$ cat src/rtl/girl_sprite_fetch.sv
// Watergirl sprite pixel fetch: bounding-box test, ROM address generation with
// walk-cycle frame and mirroring, and a 2-clock registered palette-index/hit output.
module girl_sprite_fetch #(
    parameter int SPR_W       = 32,
    parameter int SPR_H       = 32,
    parameter int NUM_FRAMES  = 4,
    parameter int FRAME_TICKS = 6,
    parameter int TRANSP_IDX  = 0,
    parameter int ADDR_W      = 12
) (
    input  logic              Clk,
    input  logic              Reset,
    input  logic              frame_start,
    input  logic [9:0]        pos_x,
    input  logic [9:0]        pos_y,
    input  logic              facing_left,
    input  logic              moving,
    input  logic [9:0]        DrawX,
    input  logic [9:0]        DrawY,
    output logic [ADDR_W-1:0] rom_addr,
    input  logic [3:0]        rom_q,
    output logic [3:0]        palette_index,
    output logic              pix_hit,
    output logic [1:0]        anim_frame
);

    localparam int XB     = $clog2(SPR_W);
    localparam int YB     = $clog2(SPR_H);
    localparam int TICK_W = (FRAME_TICKS > 1) ? $clog2(FRAME_TICKS) : 1;

    localparam logic [1:0]        LAST_FRAME = 2'(NUM_FRAMES - 1);
    localparam logic [TICK_W-1:0] LAST_TICK  = TICK_W'(FRAME_TICKS - 1);
    localparam logic [10:0]       BOX_W      = 11'(SPR_W);
    localparam logic [10:0]       BOX_H      = 11'(SPR_H);

    logic [9:0]        lx;
    logic [9:0]        ly;
    logic              lfacing;
    logic [TICK_W-1:0] tick;
    logic              in_box_d1;

    logic              in_box;
    logic [XB-1:0]     dx;
    logic [XB-1:0]     col;
    logic [YB-1:0]     dy;
    logic [ADDR_W-1:0] addr_next;

    // Upper bounds are 11 bits wide so a box near the right/bottom edge
    // cannot wrap around and reappear at column/row 0.
    always_comb begin
        in_box = ({1'b0, DrawX} >= {1'b0, lx}) && ({1'b0, DrawX} < ({1'b0, lx} + BOX_W)) &&
                 ({1'b0, DrawY} >= {1'b0, ly}) && ({1'b0, DrawY} < ({1'b0, ly} + BOX_H));
        dx        = XB'(DrawX) - XB'(lx);
        dy        = YB'(DrawY) - YB'(ly);
        col       = lfacing ? ~dx : dx;
        addr_next = ADDR_W'({anim_frame, dy, col});
    end

    always_ff @(posedge Clk) begin
        if (Reset) begin
            lx            <= '0;
            ly            <= '0;
            lfacing       <= 1'b0;
            tick          <= '0;
            anim_frame    <= '0;
            rom_addr      <= '0;
            in_box_d1     <= 1'b0;
            palette_index <= '0;
            pix_hit       <= 1'b0;
        end else begin
            if (frame_start) begin
                lx      <= pos_x;
                ly      <= pos_y;
                lfacing <= facing_left;
                if (!moving) begin
                    anim_frame <= '0;
                    tick       <= '0;
                end else if (tick == LAST_TICK) begin
                    tick       <= '0;
                    anim_frame <= (anim_frame == LAST_FRAME) ? 2'd0 : anim_frame + 2'd1;
                end else begin
                    tick <= tick + 1'b1;
                end
            end
            // Stage 1: address for the pixel sampled this cycle.
            rom_addr  <= in_box ? addr_next : '0;
            in_box_d1 <= in_box;
            // Stage 2: ROM data for the pixel sampled one cycle earlier.
            palette_index <= in_box_d1 ? rom_q : 4'd0;
            pix_hit       <= in_box_d1 && (rom_q != 4'(TRANSP_IDX));
        end
    end

endmodule

$ cat config.mk
export PLATFORM = sky130hd
export DESIGN_NAME = girl_sprite_fetch
export DESIGN_NICKNAME = d
export VERILOG_FILES = /design/src/rtl/girl_sprite_fetch.sv
export SDC_FILE = /design/constraint.sdc
export NUM_CORES = 1
export LEC_CHECK = 0
export ABC_AREA = 1
export BUFFER_PORTS_ARGS = -buffer_cell sky130_fd_sc_hd__buf_4
export CAP_MARGIN = 40
export CORE_MARGIN = 5
export CORE_UTILIZATION = 45
export CTS_CLUSTER_DIAMETER = 50
export DETAILED_ROUTE_END_ITERATION = 7
export GPL_TIMING_DRIVEN = 1
export PLACE_DENSITY = 0.76
export SKIP_LAST_GASP = 1
export SLEW_MARGIN = 30
export SYNTH_ARGS = -nofsm -noshare
export SYNTH_HDL_FRONTEND = slang
export SYNTH_SLANG_ARGS = --single-unit
$ cat constraint.sdc
create_clock -name Clk -period 2.4 [get_ports Clk]
set_input_delay 0.24 -clock Clk [delete_from_list [all_inputs] [get_ports Clk]]
set_output_delay 0.24 -clock Clk [all_outputs]
set_load 0.05 [all_outputs]
-- Yosys cells after proc, flatten, opt, wreduce, memory -nomap -nowiden
Cells that the tools add are included.
- register bits: 44
- bits of input ports: 49
- output and inout port bits: 19
- add/sub/neg operators: 6
- $lt $le $gt $ge: 4
- equality and inequality tests: 3
- multiplexer cells: 6
- bitwise logic cells: 3
- reduce and logical (&&, ||, !) cells: 8
- operators with widths (operator ; number):
    $add 10x6->11 const B ; 2
    $lt 10x11->1 ; 2
    $ge 10x10->1 ; 2
    $sub 5x5->5 ; 2
    $mux 2 ; 3
    $mux 3 ; 2
    $mux 5 ; 1
    $not 5->5 ; 1
    $logic_and 1x1->1 ; 4
    $reduce_bool 4->1 ; 1
    $reduce_or 2->1 ; 2
    $add 3x1->3 const B ; 1
    $eq 3x3->1 const B ; 1
    $add 2x1->2 const B ; 1
    $eq 2x2->1 const B ; 1
    $ne 2x1->1 const B ; 1
    $not 1->1 ; 2
    $reduce_and 2->1 ; 1

-- Longest topological paths before layout
Gate-level depths: netlist (run 1).
- depth in word-level cells: 7
- depth in mapped cells: 15

-- Least setup slack after synthesis (run 1)
No wires, ideal clock.
- path type: register to register
- from: reg lx[5]
- to: reg in_box_d1
- arrival time: 1.749 ns
- required time: 2.286 ns
- slack: 0.537 ns
- cell stages (with the launch flop): 13
- path buffers: 1
- period minus slack after synthesis: 1.863 ns
- cells stage by stage: dfxtp_1 -> ha_1 -> nand3_1 -> xor2_1 -> ha_1 -> inv_1 -> nor3_1 -> nand2_1 -> nand2_1 -> nor2_1 -> nand2_2 -> buf_6 -> inv_1
- word-level cells in the longest chain between the ends: 5
- elaborated cells between the ends (all ways): 6
- RTL lines (what ; line ; RTL):
    start, declared ; 36 ; logic [9:0] lx;
    start signal, assigned ; 72 ; lx <= pos_x;
    $add 10x6->11 ; 51 ; in_box = ({1'b0, DrawX} >= {1'b0, lx}) && ({1'b0, DrawX} < ({1'b0, lx} + BOX_W)) &&
    $lt 10x11->1 ; 51 ;
    $logic_and 1x1->1 * (2 in series) ; 51 ;
    $logic_and 1x1->1 * ; 52 ; ({1'b0, DrawY} >= {1'b0, ly}) && ({1'b0, DrawY} < ({1'b0, ly} + BOX_H));
    end signal, assigned ; 87 ; in_box_d1 <= in_box;
    end, declared ; 40 ; logic in_box_d1;
Mark *: on every way between the ends. The rest lies on a longest branch, timed or not.
A chain may end at the register's enable or synchronous reset.

-- Worst setup path after layout (run 1)
Ends and elaborated chain as after synthesis.

==> results summary, run 1 <==
The run finished with clean final reports. The number of antenna violations at the first check in global routing came out at 0. The initial standard-cell utilization of the core is 0.4680.

The synthesis-stage register bit count is 44. The number of setup buffers added after CTS is 0. Based on the critical path, the design can be clocked at up to 470.0 MHz. After synthesis, the cell types taking the most area are dfxtp_1 34%, ha_1 16%, nand2_1 9.4%, inv_1 8.5%, a21oi_1 5.9%.

The worst slew margin relative to its limit is 0.5854. The total power density per cell area is 534.4 nW/um^2. The critical path in this run is classified as reg2reg. The smallest clock period supported by the final layout is computed as 2.128 ns. The count of warnings emitted by yosys is 0. STA classifies the critical path endpoint as a flip-flop. The worst hold path passes through 2 cells. The pre-antenna-repair detailed-routing pass consisted of 4 iterations. The worst min-delay path category is in2reg. The row count is 27. The number of max-cap violations came out at 0. The worst-path maximum fanout came out at 13.

The average vias per placed instance is 4.725. The post-route antenna net violation count is 0. The worst hold slack is 0.1640 ns. Counting cells, the worst reg-to-reg path comes to 11. The logic gate share of total power came out at 0.258. The relative contribution of the clock network to total power is 0.289. In this run, CTS created clock tree buffers numbering 5. The actual slew at the worst max-slew pin is 0.6212 ns. The share of the Yosys chip area taken by registers is 0.3376.

The final net count came out at 500. The global-route wire length before repair came out at 9328 microns. The biggest area contributor in the post-synthesis netlist is dfxtp_1. The met3 track utilization from global routing is 0.04035. In this run, synthesis inferred 0 flip-flops with an integrated enable. The clock transition at the registers of the reported paths is 0.08 ns. The instance count of the mapped netlist came out at 350.

After filler insertion, the fill cell instance count of the layout stands at 534. The floorplan step set the die height to 86.14 microns. The first-iteration detailed-routing DRC count is 69.

The clock tree synthesis step divided the H-tree into 2 levels. The number of remaining DRC errors came out at 0. The busiest metal layer after global routing is met2.

The number of global-route vias before repair is 2212. In the global route stage, overall resource usage came out at 0.1569. The final design area excluding fillers is 3264 sq um.

Setup repair after global routing left no endpoint under its margin. In this run, post-CTS repair resized a total of 0 instances. Once routing completed, OpenROAD measured the worst setup slack at 0.2721 ns. STA puts the critical path data required time at 2.57 ns. The data arrival time of the worst path is 2.30 ns. Of the total power, registers draw 0.453. The net switching power came out at 0.5245 mW. STA classifies the critical path startpoint as a flip-flop.

The maximum number of pins on one net before global-route repair is 41. The post-synth net total is 434. The antenna diode count came out at 0. The worst IR drop on VDD came out at 0.2899 mV. The total area of multi-input combinational cells is 1465 sq um.

The tree is rooted in a clkbuf_8. Before CTS, the worst setup slack after placement is 0.2648 ns. In the global route stage, met2 resource usage came out at 0.2733. The share of the synthesized area in the top cell type came out at 0.3376.

The top-level I/O count came out at 68. Registers take 880.8 sq um. For met1 alone, demand over resource in global routing was 0.1894. The async set or reset register ratio after synthesis is 0. Of the available clock period, the critical path in the final layout requires 0.8866.

The post-synthesis average cell area is 7.454 sq um. The number of distinct library cells after synthesis came out at 26. In the synthesized netlist, the cells that appear most often are 65 x nand2_1, 59 x inv_1, 44 x dfxtp_1, 33 x ha_1, 33 x nor2_1. By instance count, the leading cell after synthesis is nand2_1. The total of hold buffers inserted after clock tree synthesis is 0. The number of buffers on the longest clock path came out at 2. The switching power as a share of total power is 0.3006. The floorplan core area came out at 5574 sq um. The total grt overflow is 0. The combined area of all synthesized cells came out at 2609 sq um. The most used flip-flop cell after synthesis is dfxtp_1.

The total negative slack came out at 0 ns. The analysis attributes to cell leakage a power of 1.670 nW. The number of hold-slack violations in the final timing report is 0. The total internal power came out at 1.220 mW. The global placement routability congestion came out at 0.8296. Compared with the post-synthesis result, the final layout area differs by 25.13%.

The die width is 86.14 microns. The cell area after placement came out at 3168 sq um. The detailed router placed 2306 vias in this run. Summed over all nets, the half-perimeter wirelength after detailed placement is 4451 microns. TritonCTS built the clock tree. The fraction of layout cells with a size suffix above 1 is 0.2188. The routed design has 5597 microns of wire. The count of input and output buffers is 67.

The floorplan step defined a die boundary enclosing 7420 sq um. The setup-violating endpoint count in the final report is 0. The clock tree skew after final layout is 0.007176 ns.

The count of pins over their slew limit is 0. The clock latency reported for the late side of the worst-skew pair is 0.30 ns. After detailed routing, the average wire length per cell comes to 11.47 microns. The TritonCTS sink count came out at 44.
## final cells by class
class | instances | area share
inverter | 59 | 0.06784
tap | 72 | 0.02760
multi-input combinational | 238 | 0.4488
sequential | 44 | 0.2698
timing repair buffer | 68 | 0.1564
clock buffer | 7 | 0.02951
## registers in the layout, indices dropped and copies added, names as in the netlist
name / count
in_box_d1: 1
tick: 3
palette_index: 4
rom_addr: 12
lx: 10
ly: 10
lfacing: 1
pix_hit: 1
anim_frame: 2
## power groups by stage
stage                     combinational [mW]  clock [mW]  sequential (mW)
after floorplan                        0.290           0            0.828
after global placement                 0.440           0            0.806
after detailed placement               0.452           0            0.808
after CTS                              0.456       0.520            0.791
after global routing                   0.515       0.553            0.796
final                                  0.451       0.503            0.790
## per-stage QoR
stage               std cells  utilization  power, mW
floorplan                 350            -      1.119
global placement          481       0.5684      1.246
detailed placement        481       0.5684      1.260
CTS                       488       0.5856      1.767
global route              488       0.5856      1.863
finish                    488       0.5856      1.745
## layout by cell type (no fill, tap or decap), types with 2 or more instances in the layout
cell,Yosys,final
nand2_1,65,65
clkbuf_8,0,7
a21oi_1,31,31
buf_4,0,68
a211oi_1,2,2
dfxtp_1,44,44
nand4_1,2,2
xnor2_1,5,5
nor2_2,10,10
nor2_4,2,2
fa_1,2,2
nor3_1,2,2
inv_1,59,59
ha_1,33,33
nor2_1,33,33
nand3_1,7,7
xor2_1,12,12
o21ai_0,24,24
## layer usage
layer	up-vias	share of wire
met4	0	0.011
met2	51	0.48
met5	-	0
met1	1015	0.45
li1	1233	-
met3	7	0.061
## final timing paths
| kind | startpoint | to | slack [ns] |
|---|---|---|---|
| max reg2reg | lx[5]$_SDFFE_PP0P_ | in_box_d1$_SDFF_PP0_ | 0.27 |
| max | lx[5]$_SDFFE_PP0P_ | in_box_d1$_SDFF_PP0_ | 0.27 |
| min | Reset | anim_frame[1]$_SDFFE_PP0P_ | 0.16 |
| min reg2reg | lx[4]$_SDFFE_PP0P_ | lx[4]$_SDFFE_PP0P_ | 0.46 |
## critical path, cell delays in order (launching register included)
cell	delay, ns
dfxtp_1	0.40
ha_1	0.21
nand3_1	0.11
xor2_1	0.16
ha_1	0.27
inv_1	0.04
nor3_1	0.24
nand2_1	0.08
nand2_1	0.07
nor2_1	0.04
nand2_2	0.30
inv_1	0.08
## logic make-up (layout without fill, tap and decap cells)
| family | after synthesis | after routing | share of synthesized area |
|---|---|---|---|
| AND/OR/NAND/NOR | 126 | 126 | 0.2101 |
| XOR/XNOR | 17 | 17 | 0.05707 |
| adder cells (fa/ha/maj) | 35 | 35 | 0.1736 |
| AO/OA/AOI/OAI | 60 | 60 | 0.1209 |
| flip-flops | 44 | 44 | 0.3376 |
| buffers and inverters | 68 | 134 | 0.1007 |
No activity file was read; power rests on OpenSTA's default activity.
==> run 2: changes to the inputs <==
- CORE_UTILIZATION: 45 -> 35
- PLACE_DENSITY: 0.76 -> 0.63
==> run 2 against run 1 <==
  * Global-route usage is 2.8 points lower
  * Die area is 25% higher
  * Non-clock buffer count stayed put
  * Routed wire length is 0.77% higher
  * Design area is 1.6% higher
  * Cell count is 5.7% higher
  * Sequential power hardly changed
  * Sequential share of layout area is 0.43 points lower
  * Critical path depth stayed put
  * Flip-flop and latch count stayed put
  * Worst setup slack better by 0.078 ns
  * Critical endpoint is now rom_addr[2]$_SDFF_PP0_
  * Largest cell class unchanged
==> results summary, run 2 (synthesized netlist as in run 1, its figures left out) <==
The filler cell count in the final layout is 752. Based on the critical path, the design can be clocked at up to 487.9 MHz. The die is 96.34 microns wide. Summed over all nets, the switching power comes to 0.5491 mW. The number of flip-flops under the largest register name came out at 12.

The clock transition at the registers of the reported paths is 0.09 ns. The final critical-path share of the clock period is 0.8540. The total negative slack came out at 0 ns. The total power density per cell area came out at 550.4 nW/um^2. For the worst setup path, the data required time is 2.59 ns. The total grt overflow came out at 0. The die covers 9280 sq um. The number of antenna violations at the first check in global routing was 0. The post-route antenna net violation count is 0. The detailed-router iteration count before antenna repair came out at 4. The floorplan core area is 7253 sq um.

The count of pins over their slew limit is 0. Power comes to 1.826 mW. Across all register-to-register paths, the minimum setup slack is 0.35 ns. The TritonCTS sink count is 44. The final net count is 500. The actual slew at the worst max-slew pin is 0.6492 ns. In this run the count of I/O pins placed on the die edge is 68. The maximum number of pins on one net before global-route repair is 31. The average vias per placed instance came out at 4.419. Routability-driven placement finished with a final weighted congestion of 0.7571. The total leakage power came out at 1.675 nW. In the final layout, the registers with the most flip-flops are rom_addr x12, lx x10, ly x10. The clock period could shrink to 2.050 ns. The final design area excluding fillers is 3317 sq um.

The total internal power is 1.277 mW. The TritonCTS buffer count came out at 5. Summed over all layers, the routed wires come to 5640 microns. The final standard cell count with taps included and fillers excluded is 516. The worst IR drop on VDD came out at 0.2213 mV. Data arrives at the worst endpoint at 2.23 ns. The number of buffers on the longest clock path came out at 2. The H-tree was split into 2 levels. The detailed placement HPWL is 4531 microns. The synthesis-to-layout area growth is 27.15%.

The setup-violating endpoint count in the final report came out at 0. The most frequent standard cell in the layout excluding fill and tap cells is buf_4. The global-route wire length before repair is 9480 microns. The number of antenna diodes in the final layout is 0. The clock latency reported for the late side of the worst-skew pair came out at 0.30 ns. The worst setup path is captured at a flip-flop.

The switching power as a share of total power came out at 0.3008. The flow ran to the end, and the final reports show no timing, DRC or antenna violations. The number of setup buffers added after CTS is 0.

Of the total power, the clock network draws 0.322. The count of input and output buffers came out at 67. The total routing usage reported by global routing came out at 0.1291. The number of hold-slack violations in the final timing report is 0.

The CTS root buffer is clkbuf_8. The sequential cell fraction of total power is 0.433. Among all stages on the critical path, the largest delay is contributed by dfxtp_1.

The worst setup path is launched from a flip-flop. Traced cell by cell, the critical path runs through ha_1 > nand3_1 > xor2_1 > ha_1 > inv_1 > nor3_1 > nand2_1 > nand2_1 > nor2_1 > nand2_2 > nor2_1. Gates resized during post-CTS repair numbered 0. The worst slew margin relative to its limit is 0.5667. The largest stage delay on the critical path is 0.40 ns. The routed length per instance came out at 10.93 microns. The worst-path maximum fanout came out at 13.

Among cell families on the critical path, the largest total delay comes from simple AND/OR/NAND/NOR gates. The number of remaining DRC errors came out at 0. Leaving out fill and tap cells, the most frequent cells in the layout are 68 x buf_4, 65 x nand2_1, 59 x inv_1. The cell area after placement is 3202 sq um. After detailed placement, the design holds a cell count of 508.

The height of the die is 96.34 microns. The register with the most flip-flops in the final layout is rom_addr. The kind of critical path is reg2reg. The min-delay analysis places its worst path in the category in2reg. TritonCTS built the clock tree. After clock tree synthesis, the flow added hold-fix buffers numbering 0. The fraction of layout cells with a size suffix above 1 came out at 0.2206. Setup repair after global routing left no endpoint under its margin. The number of buffers and inverters on the critical path is 1. Clock skew on the completed layout was measured at 0.003338 ns. The overall via count from detail_route came out at 2280. For this block, the initial DRC count from the detailed router was 44. The number of global-route vias before repair is 2272. The row count is 31. Of the total power, combinational logic draws 0.245. The number of max-cap violations is 0. The initial standard-cell utilization of the core came out at 0.3597.
==> run 2: cell type report <==
| class | instances | area [sq um] | share of cell area |
|---|---|---|---|
| clock buffers | 5 | 68.82 | 0.02075 |
| clock inverters | 3 | 46.29 | 0.01396 |
| inverters | 59 | 221.5 | 0.06677 |
| multi-input cells | 238 | 1465 | 0.4417 |
| flip-flops and latches | 44 | 880.8 | 0.2656 |
| well taps | 99 | 123.9 | 0.03734 |
| repair buffers | 68 | 510.5 | 0.1539 |
==> run 2: path summary, 6_finish.rpt <==
check	startpoint	end	depth (start not counted)
setup / recovery	lx[5]$_SDFFE_PP0P_	rom_addr[2]$_SDFF_PP0_	11
hold / removal	Reset	anim_frame[1]$_SDFFE_PP0P_	2
setup reg to reg	lx[5]$_SDFFE_PP0P_	rom_addr[2]$_SDFF_PP0_	11
hold reg to reg	lx[2]$_SDFFE_PP0P_	lx[2]$_SDFFE_PP0P_	2
==> run 2: stage by stage <==
step	util	hold slack [ns]	setup WS, ns
4_1_cts	0.4573	0.1537	0.3108
6_report	0.4573	0.1586	0.3503
2_1_floorplan	-	0.3091	0.5371
3_5_place_dp	0.4414	0.4593	0.3315
5_1_grt	0.4573	0.1520	0.06208
3_3_place_gp	0.4414	0.4479	0.3829
==> run 2: power by group through the flow <==
| stage | registers [mW] | clock network (mW) | logic (mW) |
|---|---|---|---|
| 5_1_grt | 0.796 | 0.645 | 0.518 |
| 2_1_floorplan | 0.828 | 0 | 0.290 |
| 3_5_place_dp | 0.807 | 0 | 0.452 |
| 3_3_place_gp | 0.807 | 0 | 0.446 |
| 6_report | 0.790 | 0.588 | 0.447 |
| 4_1_cts | 0.791 | 0.612 | 0.456 |
==> run 2: per-layer routing <==
metal	vias up	global-route usage	share of wire
met3	7	0.04066	0.064
met1	989	0.1500	0.45
li1	1232	-	-
met2	52	0.2312	0.48
met4	0	0.02804	0.0083
met5	-	0	0
==> run 2: worst register-to-register path: stages (launching register included) <==
cell,delay (ns)
dfxtp_1,0.40
ha_1,0.20
nand3_1,0.09
xor2_1,0.16
ha_1,0.27
inv_1,0.04
nor3_1,0.23
nand2_1,0.08
nand2_1,0.07
nor2_1,0.04
nand2_2,0.28
nor2_1,0.07
==> run 3: changes to the inputs <==
- PLACE_DENSITY: 0.63 -> 0.59
==> run 3 against run 2 <==
  * Die area is the same
  * Clock-buffer cell count is the same
  * Total power grew 0.41%
  * Clock skew grew 0.00094 ns
  * Via count shrank 0.92%
  * Largest cell class unchanged
  * Largest power group unchanged
==> results summary, run 3 (synthesized netlist as in run 1, its figures left out) <==
The flow ran to the end, and the final reports show no timing, DRC or antenna violations. The total power density per cell area is 552.4 nW/um^2. Dividing the detail-routed via count by the number of cells gives 4.378. Setup repair after global routing left no endpoint under its margin.

The height of the die came out at 96.34 microns. The clock transition at the registers of the reported paths is 0.09 ns. The data arrival time of the worst path is 2.28 ns. The actual slew at the worst max-slew pin is 0.6727 ns. The number of global-route vias before repair came to 2196. For this design the static power due to leakage is 1.678 nW. The clock latency reported for the late side of the worst-skew pair is 0.30 ns. For this run, the total global-route usage over all layers was measured as 0.1329. The placed instance count came out at 508. The row count came out at 31. The fraction of layout cells with a size suffix above 1 came out at 0.2206. The routed length per instance came out at 10.94 microns. The final critical-path required period came out at 2.091 ns. The die width is 96.34 microns. The detailed placement HPWL came out at 4494 microns. The register with the most flip-flops in the final layout is rom_addr. The worst IR drop on VDD came out at 0.2117 mV.

The die area came out at 9280 sq um. The critical path goes through ha_1 > nand3_1 > xor2_1 > ha_1 > inv_1 > nor3_1 > nand2_1 > nand2_1 > nor2_1 > nand2_2 > nor2_1. The final critical-path share of the clock period came out at 0.8713. The kind of critical path is reg2reg.

The top cell types in the final layout, fill and taps aside, are 68 x buf_4, 65 x nand2_1, 59 x inv_1. Buffers added to address setup during post-CTS repair amount to 0. The detailed-router iteration count before antenna repair came out at 4. The slack of the critical path came out at 0.3089 ns. The element type at the critical path start is a flip-flop. TritonCTS built the clock tree. The final net count is 500.

For this design, the CTS-stage hold fixing added 0 buffers. The register with the most flip-flops in the layout has 12 of them. The clock tree skew after final layout is 0.004281 ns.

The number of instances resized during post-cts repair came out at 0. The root buffer cell chosen for the clock tree is clkbuf_8. The area growth from synthesis to layout is 27.19%. The setup-violating endpoint count in the final report is 0. The first global-routing pass estimated 9673 microns of wire. The initial standard-cell utilization of the core is 0.3597.

The most frequent standard cell in the layout excluding fill and tap cells is buf_4. The global placement routability congestion came out at 0.8200. In this run the worst hold path is classified as in2reg. The total negative slack is 0 ns. The number of antenna violations at the first check in global routing is 0.

The floorplan core area is 7253 sq um. The worst pin sits at a relative slew slack of 0.5510. The H-tree level count is 2. In this run, the number of DRC markers left after iteration 0 of detailed routing was 66. In this run the worst path has a maximum fanout of 13. The count of pins over their slew limit was 0. In the final layout, the registers with the most flip-flops are rom_addr x12, lx x10, ly x10. For this run, the slowest stage of the critical path takes 0.40 ns.

The number of hold-slack violations in the final timing report came out at 0. The worst path required time came out at 2.58 ns. The top-level I/O count came out at 68.

The maximum number of pins on one net before global-route repair is 40. The final layout contains routed wiring with a total length of 5647 microns. The overall via count from detail_route came out at 2259. On the critical path, the stage with the largest delay is an instance of dfxtp_1.

The total grt overflow came out at 0. For this run, design rule violations remaining after detail routing come to 0. The number of max-cap violations is 0. The worst hold path passes through 2 cells. The depth of the worst register-to-register path is 11. The antenna diode count came out at 0.

TritonCTS created 5 clock buffers. The count of input and output buffers is 67. Timing analysis after detailed placement gives a worst setup slack of 0.3196 ns.

Once layout is complete, the cells apart from fillers number 516. CTS saw 44 sinks. The overall power came out at 1.833 mW. The longest clock path from root to sink contains 2 buffers.

The kind of end point of the critical path is a flip-flop. The post-route antenna net violation count is 0. The maximum achievable frequency is 478.2 MHz.
[run 3: cell types whose count changed in the layout (fill, tap and decap cells not counted), sizes merged]
cell	delta
inv	-1
clkinvlp	-1
clkinv	+2
[run 3: layer usage]
metal | part of all wire | up-vias | routed length, microns | global-route usage
li1 | - | 1236 | - | -
met1 | 0.47 | 962 | 2675 | 0.1672
met2 | 0.46 | 51 | 2579 | 0.2197
met3 | 0.051 | 10 | 287 | 0.03127
met4 | 0.019 | 0 | 105 | 0.05023
met5 | 0 | - | 0 | 0
[run 3: metrics by stage]
stage | area (sq um) | utilization | hold WS [ns]
final | 3318 | 0.4575 | 0.1539
after global routing | 3318 | 0.4575 | 0.1428
after CTS | 3318 | 0.4575 | 0.1419
after detailed placement | 3202 | 0.4414 | 0.4562
after global placement | 3202 | 0.4414 | 0.4474
after floorplan | 2609 | - | 0.3091
[run 3: path summary, 6_finish.rpt]
check / start / endpoint / slack (ns)
setup reg to reg: lx[5]$_SDFFE_PP0P_ / rom_addr[2]$_SDFF_PP0_ / 0.31
hold / removal: Reset / anim_frame[1]$_SDFFE_PP0P_ / 0.15
hold reg to reg: lx[3]$_SDFFE_PP0P_ / lx[3]$_SDFFE_PP0P_ / 0.46
setup / recovery: lx[5]$_SDFFE_PP0P_ / rom_addr[2]$_SDFF_PP0_ / 0.31
[run 3: report_power, final]
group / internal (mW) / switching (mW)
Sequential: 0.765 / 0.0242
Combinational: 0.198 / 0.249
Clock: 0.314 / 0.283
[run 3: area by class of cell]
class,instances,area (sq um)
inverters,59,221.5
clock inverters,3,47.55
repair buffers,68,510.5
multi-input cells,238,1465
clock buffers,5,68.82
fillers,752,3935
flip-flops and latches,44,880.8
well taps,99,123.9
[run 3: worst max-delay path, delay by kind of cell, from the launching register on]
| family | cells | cell delay, ns |
|---|---|---|
| simple gates | 7 | 0.90 |
| fa+ha+maj | 2 | 0.47 |
| flops | 1 | 0.40 |
| xor+xnor | 1 | 0.16 |
| buf+inv | 1 | 0.04 |
